===== src/rtl/regbank_pkg.sv =====
// Shared register-bank constants, dump-reader state encoding and output word payload.
package regbank_pkg;

    localparam int unsigned REGISTER_LENGTH = 32;
    localparam int unsigned ADDR_WIDTH      = 4;
    localparam int unsigned CNT_WIDTH       = 4;

    localparam logic [ADDR_WIDTH-1:0] PC_REGISTER      = 4'd15;
    localparam logic [ADDR_WIDTH-1:0] SP_REGISTER      = 4'd14;
    localparam logic [ADDR_WIDTH-1:0] LR_REGISTER      = 4'd13;
    localparam logic [ADDR_WIDTH-1:0] SYSCALL_REGISTER = 4'd7;

    typedef enum logic [2:0] {
        ST_IDLE    = 3'd0,
        ST_HOLD    = 3'd1,
        ST_ISSUE   = 3'd2,
        ST_WAIT    = 3'd3,
        ST_PRESENT = 3'd4,
        ST_DONE    = 3'd5
    } dump_state_t;

    typedef struct packed {
        logic                       last;
        logic [ADDR_WIDTH-1:0]      index;
        logic [REGISTER_LENGTH-1:0] data;
    } dump_word_t;

endpackage


===== src/rtl/dump_delay_counter.sv =====
// Loadable down-counter with a zero flag; used for settle and read-latency waits.
module dump_delay_counter
    import regbank_pkg::*;
(
    input  logic                 clk,
    input  logic                 reset,
    input  logic                 load,
    input  logic [CNT_WIDTH-1:0] load_value,
    input  logic                 dec,
    output logic                 zero_c
);

    logic [CNT_WIDTH-1:0] count;

    always_ff @(posedge clk) begin
        if (reset) begin
            count <= '0;
        end else if (load) begin
            count <= load_value;
        end else if (dec && (count != '0)) begin
            count <= count - CNT_WIDTH'(1);
        end
    end

    assign zero_c = (count == '0);

endmodule


===== src/rtl/regbank_dump_reader.sv =====
// Debug reader: freezes the register bank, walks a wrapping index range through one
// read port and streams {index, value} words over a valid/ready handshake.
module regbank_dump_reader
    import regbank_pkg::*;
#(
    parameter int unsigned SETTLE_CYCLES = 4,
    parameter int unsigned READ_LATENCY  = 1
) (
    input  logic                       fast_clock,
    input  logic                       reset,
    input  logic                       start,
    input  logic                       abort,
    input  logic [ADDR_WIDTH-1:0]      first_reg,
    input  logic [ADDR_WIDTH-1:0]      last_reg,
    output logic                       bank_hold,
    output logic [ADDR_WIDTH-1:0]      read_addr,
    input  logic [REGISTER_LENGTH-1:0] read_data,
    output logic                       out_valid,
    input  logic                       out_ready,
    output logic [ADDR_WIDTH-1:0]      out_index,
    output logic [REGISTER_LENGTH-1:0] out_data,
    output logic                       out_last,
    output logic                       busy,
    output logic                       done
);

    dump_state_t           state, state_d;
    logic [ADDR_WIDTH-1:0] idx, idx_d;
    logic [ADDR_WIDTH-1:0] last_q, last_d;
    logic [ADDR_WIDTH-1:0] read_addr_d;
    dump_word_t            word_q, word_d;
    logic                  out_valid_d, bank_hold_d, busy_d, done_d;

    logic settle_load_c, settle_dec_c, settle_zero_c;
    logic lat_load_c, lat_dec_c, lat_zero_c;

    dump_delay_counter u_settle_cnt (
        .clk        (fast_clock),
        .reset      (reset),
        .load       (settle_load_c),
        .load_value (CNT_WIDTH'(SETTLE_CYCLES - 1)),
        .dec        (settle_dec_c),
        .zero_c     (settle_zero_c)
    );

    dump_delay_counter u_lat_cnt (
        .clk        (fast_clock),
        .reset      (reset),
        .load       (lat_load_c),
        .load_value (CNT_WIDTH'(READ_LATENCY - 1)),
        .dec        (lat_dec_c),
        .zero_c     (lat_zero_c)
    );

    // Next-state and next-output logic; abort overrides everything outside IDLE.
    always_comb begin
        state_d       = state;
        idx_d         = idx;
        last_d        = last_q;
        read_addr_d   = read_addr;
        word_d        = word_q;
        out_valid_d   = out_valid;
        bank_hold_d   = bank_hold;
        busy_d        = busy;
        done_d        = 1'b0;
        settle_load_c = 1'b0;
        settle_dec_c  = 1'b0;
        lat_load_c    = 1'b0;
        lat_dec_c     = 1'b0;

        if ((state != ST_IDLE) && abort) begin
            state_d     = ST_IDLE;
            out_valid_d = 1'b0;
            bank_hold_d = 1'b0;
            busy_d      = 1'b0;
        end else begin
            case (state)
                ST_IDLE: begin
                    if (start && !abort) begin
                        idx_d         = first_reg;
                        last_d        = last_reg;
                        bank_hold_d   = 1'b1;
                        busy_d        = 1'b1;
                        settle_load_c = 1'b1;
                        state_d       = ST_HOLD;
                    end
                end
                ST_HOLD: begin
                    if (settle_zero_c) begin
                        read_addr_d = idx;
                        state_d     = ST_ISSUE;
                    end else begin
                        settle_dec_c = 1'b1;
                    end
                end
                ST_ISSUE: begin
                    lat_load_c = 1'b1;
                    state_d    = ST_WAIT;
                end
                ST_WAIT: begin
                    if (lat_zero_c) begin
                        word_d.data  = read_data;
                        word_d.index = idx;
                        word_d.last  = (idx == last_q);
                        out_valid_d  = 1'b1;
                        state_d      = ST_PRESENT;
                    end else begin
                        lat_dec_c = 1'b1;
                    end
                end
                ST_PRESENT: begin
                    if (out_ready) begin
                        out_valid_d = 1'b0;
                        if (idx == last_q) begin
                            state_d = ST_DONE;
                        end else begin
                            idx_d       = idx + ADDR_WIDTH'(1);
                            read_addr_d = idx + ADDR_WIDTH'(1);
                            state_d     = ST_ISSUE;
                        end
                    end
                end
                ST_DONE: begin
                    done_d      = 1'b1;
                    bank_hold_d = 1'b0;
                    busy_d      = 1'b0;
                    state_d     = ST_IDLE;
                end
                default: begin
                    state_d     = ST_IDLE;
                    out_valid_d = 1'b0;
                    bank_hold_d = 1'b0;
                    busy_d      = 1'b0;
                end
            endcase
        end
    end

    always_ff @(posedge fast_clock) begin
        if (reset) begin
            state     <= ST_IDLE;
            idx       <= '0;
            last_q    <= '0;
            read_addr <= '0;
            word_q    <= '0;
            out_valid <= 1'b0;
            bank_hold <= 1'b0;
            busy      <= 1'b0;
            done      <= 1'b0;
        end else begin
            state     <= state_d;
            idx       <= idx_d;
            last_q    <= last_d;
            read_addr <= read_addr_d;
            word_q    <= word_d;
            out_valid <= out_valid_d;
            bank_hold <= bank_hold_d;
            busy      <= busy_d;
            done      <= done_d;
        end
    end

    assign out_index = word_q.index;
    assign out_data  = word_q.data;
    assign out_last  = word_q.last;

endmodule

===== config.mk =====
export PLATFORM = sky130hd
export DESIGN_NAME = regbank_dump_reader
export DESIGN_NICKNAME = d
export VERILOG_FILES = /design/src/rtl/regbank_pkg.sv /design/src/rtl/dump_delay_counter.sv /design/src/rtl/regbank_dump_reader.sv
export SDC_FILE = /design/constraint.sdc
export NUM_CORES = 1
export LEC_CHECK = 0
export CORE_ASPECT_RATIO = 1.2
export CORE_UTILIZATION = 49
export CTS_CLUSTER_SIZE = 24
export DETAILED_ROUTE_END_ITERATION = 10
export PLACE_DENSITY = 0.91
export SLEW_MARGIN = 10
export SYNTH_ARGS = -nofsm -noshare
export SYNTH_HDL_FRONTEND = slang
export SYNTH_SLANG_ARGS = --single-unit

===== constraint.sdc =====
create_clock -name fast_clock -period 4.1 [get_ports fast_clock]
set_input_delay 0.82 -clock fast_clock [delete_from_list [all_inputs] [get_ports fast_clock]]
set_output_delay 0.82 -clock fast_clock [all_outputs]
set_load 0.02 [all_outputs]

==> flow_summary.json <==
{
  "crit_required_ps": 4360,
  "p_seq_share_pct": 46.5,
  "first_iter_violations": 202,
  "nNetsFinal": 458,
  "worstMarginPinSlew_ps": 1159,
  "synth_area_mm2": 0.002654,
  "clock.fmax_mhz": 375.9,
  "critPathLaunchType": "input pin",
  "first_pass_iters": 4,
  "fp.dieW_um": 69.18,
  "crit_path_end_kind": "flop",
  "clockBufferDepth": 2,
  "cpLargestDelayFamily": "simple AND/OR/NAND/NOR gates",
  "worst_path_max_delay_cell": "nand2_1",
  "gp_congestion": 0.9282,
  "nFillCells": 394,
  "rr_worst_depth": 6,
  "cap_violations": 0,
  "hold_path_class": "reg2reg",
  "fin_tns_setup_ps": 0,
  "vias": 2586,
  "wl_mm": 6.656,
  "start_util_pct": 50.44,
  "ir_drop_uv": 215.8,
  "grt_overflow": 0,
  "dpl.hpwl_mm": 4.571,
  "stdcell_area_mm2": 0.003749,
  "drive_gt1_share_pct": 5.542,
  "rsz0062_at_grt": "no",
  "tritoncts": "done",
  "htree_num_levels": 3,
  "clock_latency_ps": 340,
  "synth_adder_area_share_pct": 1.414,
  "diodes": 0,
  "ys_seq_elements": 63,
  "grt_pass1_wl_mm": 10.52,
  "drv_slew": 0,
  "synth-xor-area-share_pct": 4.290,
  "clock_power_share_pct": 43.8,
  "synth_top_family_by_area": "simple AND/OR/NAND/NOR gates",
  "syn_nets": 378,
  "reg2reg_slack_ps": 1610,
  "synth_edf_count": 0,
  "wire_per_inst_um": 13.95,
  "ant_nets": 0,
  "switching_power_w": 0.0003075,
  "cts_resized": 0,
  "drc": 0,
  "synth_cell_types": 48,
  "synth_top_area_share_pct": 47.52,
  "die_area_mm2": 0.005715,
  "synth-compound-area-share_pct": 17.63,
  "die_h_um": 82.62,
  "reg2reg_to": "out_data[24]$_SDFFE_PP0P_",
  "worstPathCellList": "clkdlybuf4s50_1, and4bb_1, nand2_1, nand2_1, a21oi_1",
  "critPathArrivalTime_ps": 2920,
  "synth_ff_type": "dfxtp_1",
  "timing.rr.start": "u_lat_cnt.count[0]$_SDFFE_PP0P_",
  "power.density_mw_per_mm2": 368.1,
  "async_reset_ff_share_pct": 0,
  "yosysTopAreaCell": "dfxtp_1",
  "top_layer": "met4",
  "muxShareOfSynthArea_pct": 0,
  "cp_max_fo": 37,
  "holdPathEnd": "out_index[0]$_SDFFE_PP0P_",
  "core_area_mm2": 0.005261,
  "relSlewSlack_pct": 22.52,
  "final.min_clock_period_ps": 2660,
  "period_share_pct": 64.88,
  "setup_violations": 0,
  "num_rows": 29,
  "worst_path_most_repeated_cell": "nand2_1",
  "min_path_cells": 2,
  "min_from": "out_index[0]$_SDFFE_PP0P_",
  "vias_per_cell": 5.421,
  "io_buffer_count": 89,
  "syn_to_final_growth_pct": 41.25,
  "ios": 90,
  "cts_root_buf": "clkbuf_8",
  "regArea_mm2": 0.001261,
  "status": "finished clean",
  "syn_area_per_cell_um2": 8.042,
  "p_int_w": 0.001072,
  "clkSinkCount": 63,
  "hold_buffers": 0,
  "grtUsageTotal_pct": 23.25,
  "antenna_found_initial": 0,
  "cpPeakStageDelay_ps": 860,
  "fin_skew_ps": 5.926,
  "synth-warning-count": 0,
  "multi_input_area_mm2": 0.001255,
  "grt_pass1_vias": 2313,
  "met1_length_mm": 2.816,
  "grt_max_degree": 56,
  "hold_viol_final": 0,
  "synth_area_leaders": "dfxtp_1 48%, nand2_1 14%, a21oi_1 10%",
  "synth_simple_gate_area_share_pct": 23.95,
  "postCtsSetupBuffers": 0,
  "place_area_mm2": 0.003525,
  "clkTransAtPathRegs_ps": 70,
  "power_frac_comb_pct": 9.7,
  "p_leak_nw": 1.284,
  "path_buf_inv": 1,
  "worstSetupPathType": "in2reg",
  "cts-buffers-inserted": 9,
  "wl_met3_um": 422,
  "synthCells": 330,
  "synth_common_cells": "99 x nand2_1, 63 x dfxtp_1, 53 x a21oi_1",
  "yosysSeqAreaShare_pct": 47.52,
  "sw_frac_of_total_pct": 22.29,
  "met2_length_mm": 3.284,
  "yosysMostFrequentCell": "nand2_1"
}
power groups by stage:
stage | combinational (W) | clock [W] | sequential, W
floorplan | 0.0000687 | 0 | 0.000653
global placement | 0.000129 | 0 | 0.000654
detailed placement | 0.000132 | 0 | 0.000654
CTS | 0.000134 | 0.000607 | 0.000641
global route | 0.000148 | 0.000634 | 0.000643
finish | 0.000134 | 0.000604 | 0.000641
stage by stage:
step	hold slack [ps]	utilization (%)	power, W	worst slack [ps]	instances
CTS	457.0	71.25	0.001381	1444	477
global route	470.3	71.25	0.001424	1291	477
finish	452.7	71.25	0.001380	1440	477
floorplan	449.6	-	0.0007213	2179	330
detailed placement	447.1	66.99	0.0007860	1139	461
global placement	440.2	66.99	0.0007825	1213	461
worst register-to-register path, delay by kind of cell, from the launching register on:
kind / cells / cell delay (ps)
fa+ha+maj: 1 / 210
compound gates: 1 / 100
flops: 1 / 320
simple gates: 3 / 1610
buf+inv: 1 / 90
placed cells by master (no fill, tap or decap), types with 2 or more instances in the layout:
master	n
clkbuf_1	2
a311oi_1	2
o32ai_1	2
nand2_1	99
xor2_1	3
clkdlybuf4s50_1	88
nor3_1	2
inv_1	10
nand3_1	5
o211ai_1	2
xnor2_1	10
nor3b_1	2
clkbuf_8	11
nor2b_1	2
nor2_1	14
dfxtp_1	63
a211oi_1	2
bufinv_16	2
a21oi_1	53
o21ai_0	6
ha_1	3
a41oi_1	2
o22ai_1	2
worst max-delay path by stage:
stage                      from                                  to  slack, ps  cells past startpoint
final                     abort           out_data[24]$_SDFFE_PP0P_       1440                      5
after global routing      abort           out_index[2]$_SDFFE_PP0P_       1290                      5
after CTS                 abort           out_data[24]$_SDFFE_PP0P_       1440                      5
after detailed placement  abort           out_data[10]$_SDFFE_PP0P_       1140                      5
after global placement    abort           out_data[31]$_SDFFE_PP0P_       1210                      5
after floorplan           abort  u_settle_cnt.count[3]$_SDFFE_PP0P_       2180                      6
metal layers:
metal  vias to the layer above  GRT usage, %
met3                        14         4.854
met1                      1188         27.76
met4                         0         11.43
met2                       114         40.19
li1                       1270             -
met5                         -             0
flip-flops by register name, indices dropped and copies added (netlist names):
| name | cells |
|---|---|
| read_addr | 4 |
| out_valid | 1 |
| out_data | 32 |
| done | 1 |
| out_index | 4 |
| idx | 4 |
| state | 3 |
| u_lat_cnt.count | 4 |
| u_settle_cnt.count | 4 |
| busy | 1 |
| out_last | 1 |
| last_q | 4 |
kinds of logic after synthesis:
logic type                 after synthesis
and+or+nand+nor                        140
AOI/OAI and AO/OA                       80
DFF                                     63
buffers and inverters                   31
xor gates and xnor gates                13
adders and majority gates                3
layout make-up:
| class | instances | area share (%) |
|---|---|---|
| flip-flops and latches | 63 | 33.64 |
| multi-input cells | 236 | 33.48 |
| repair buffers | 90 | 23.83 |
| clock buffers | 13 | 4.239 |
| well taps | 62 | 2.069 |
| clock inverters | 3 | 1.736 |
| inverters | 10 | 1.001 |
(Power assumes the default switching activity.)
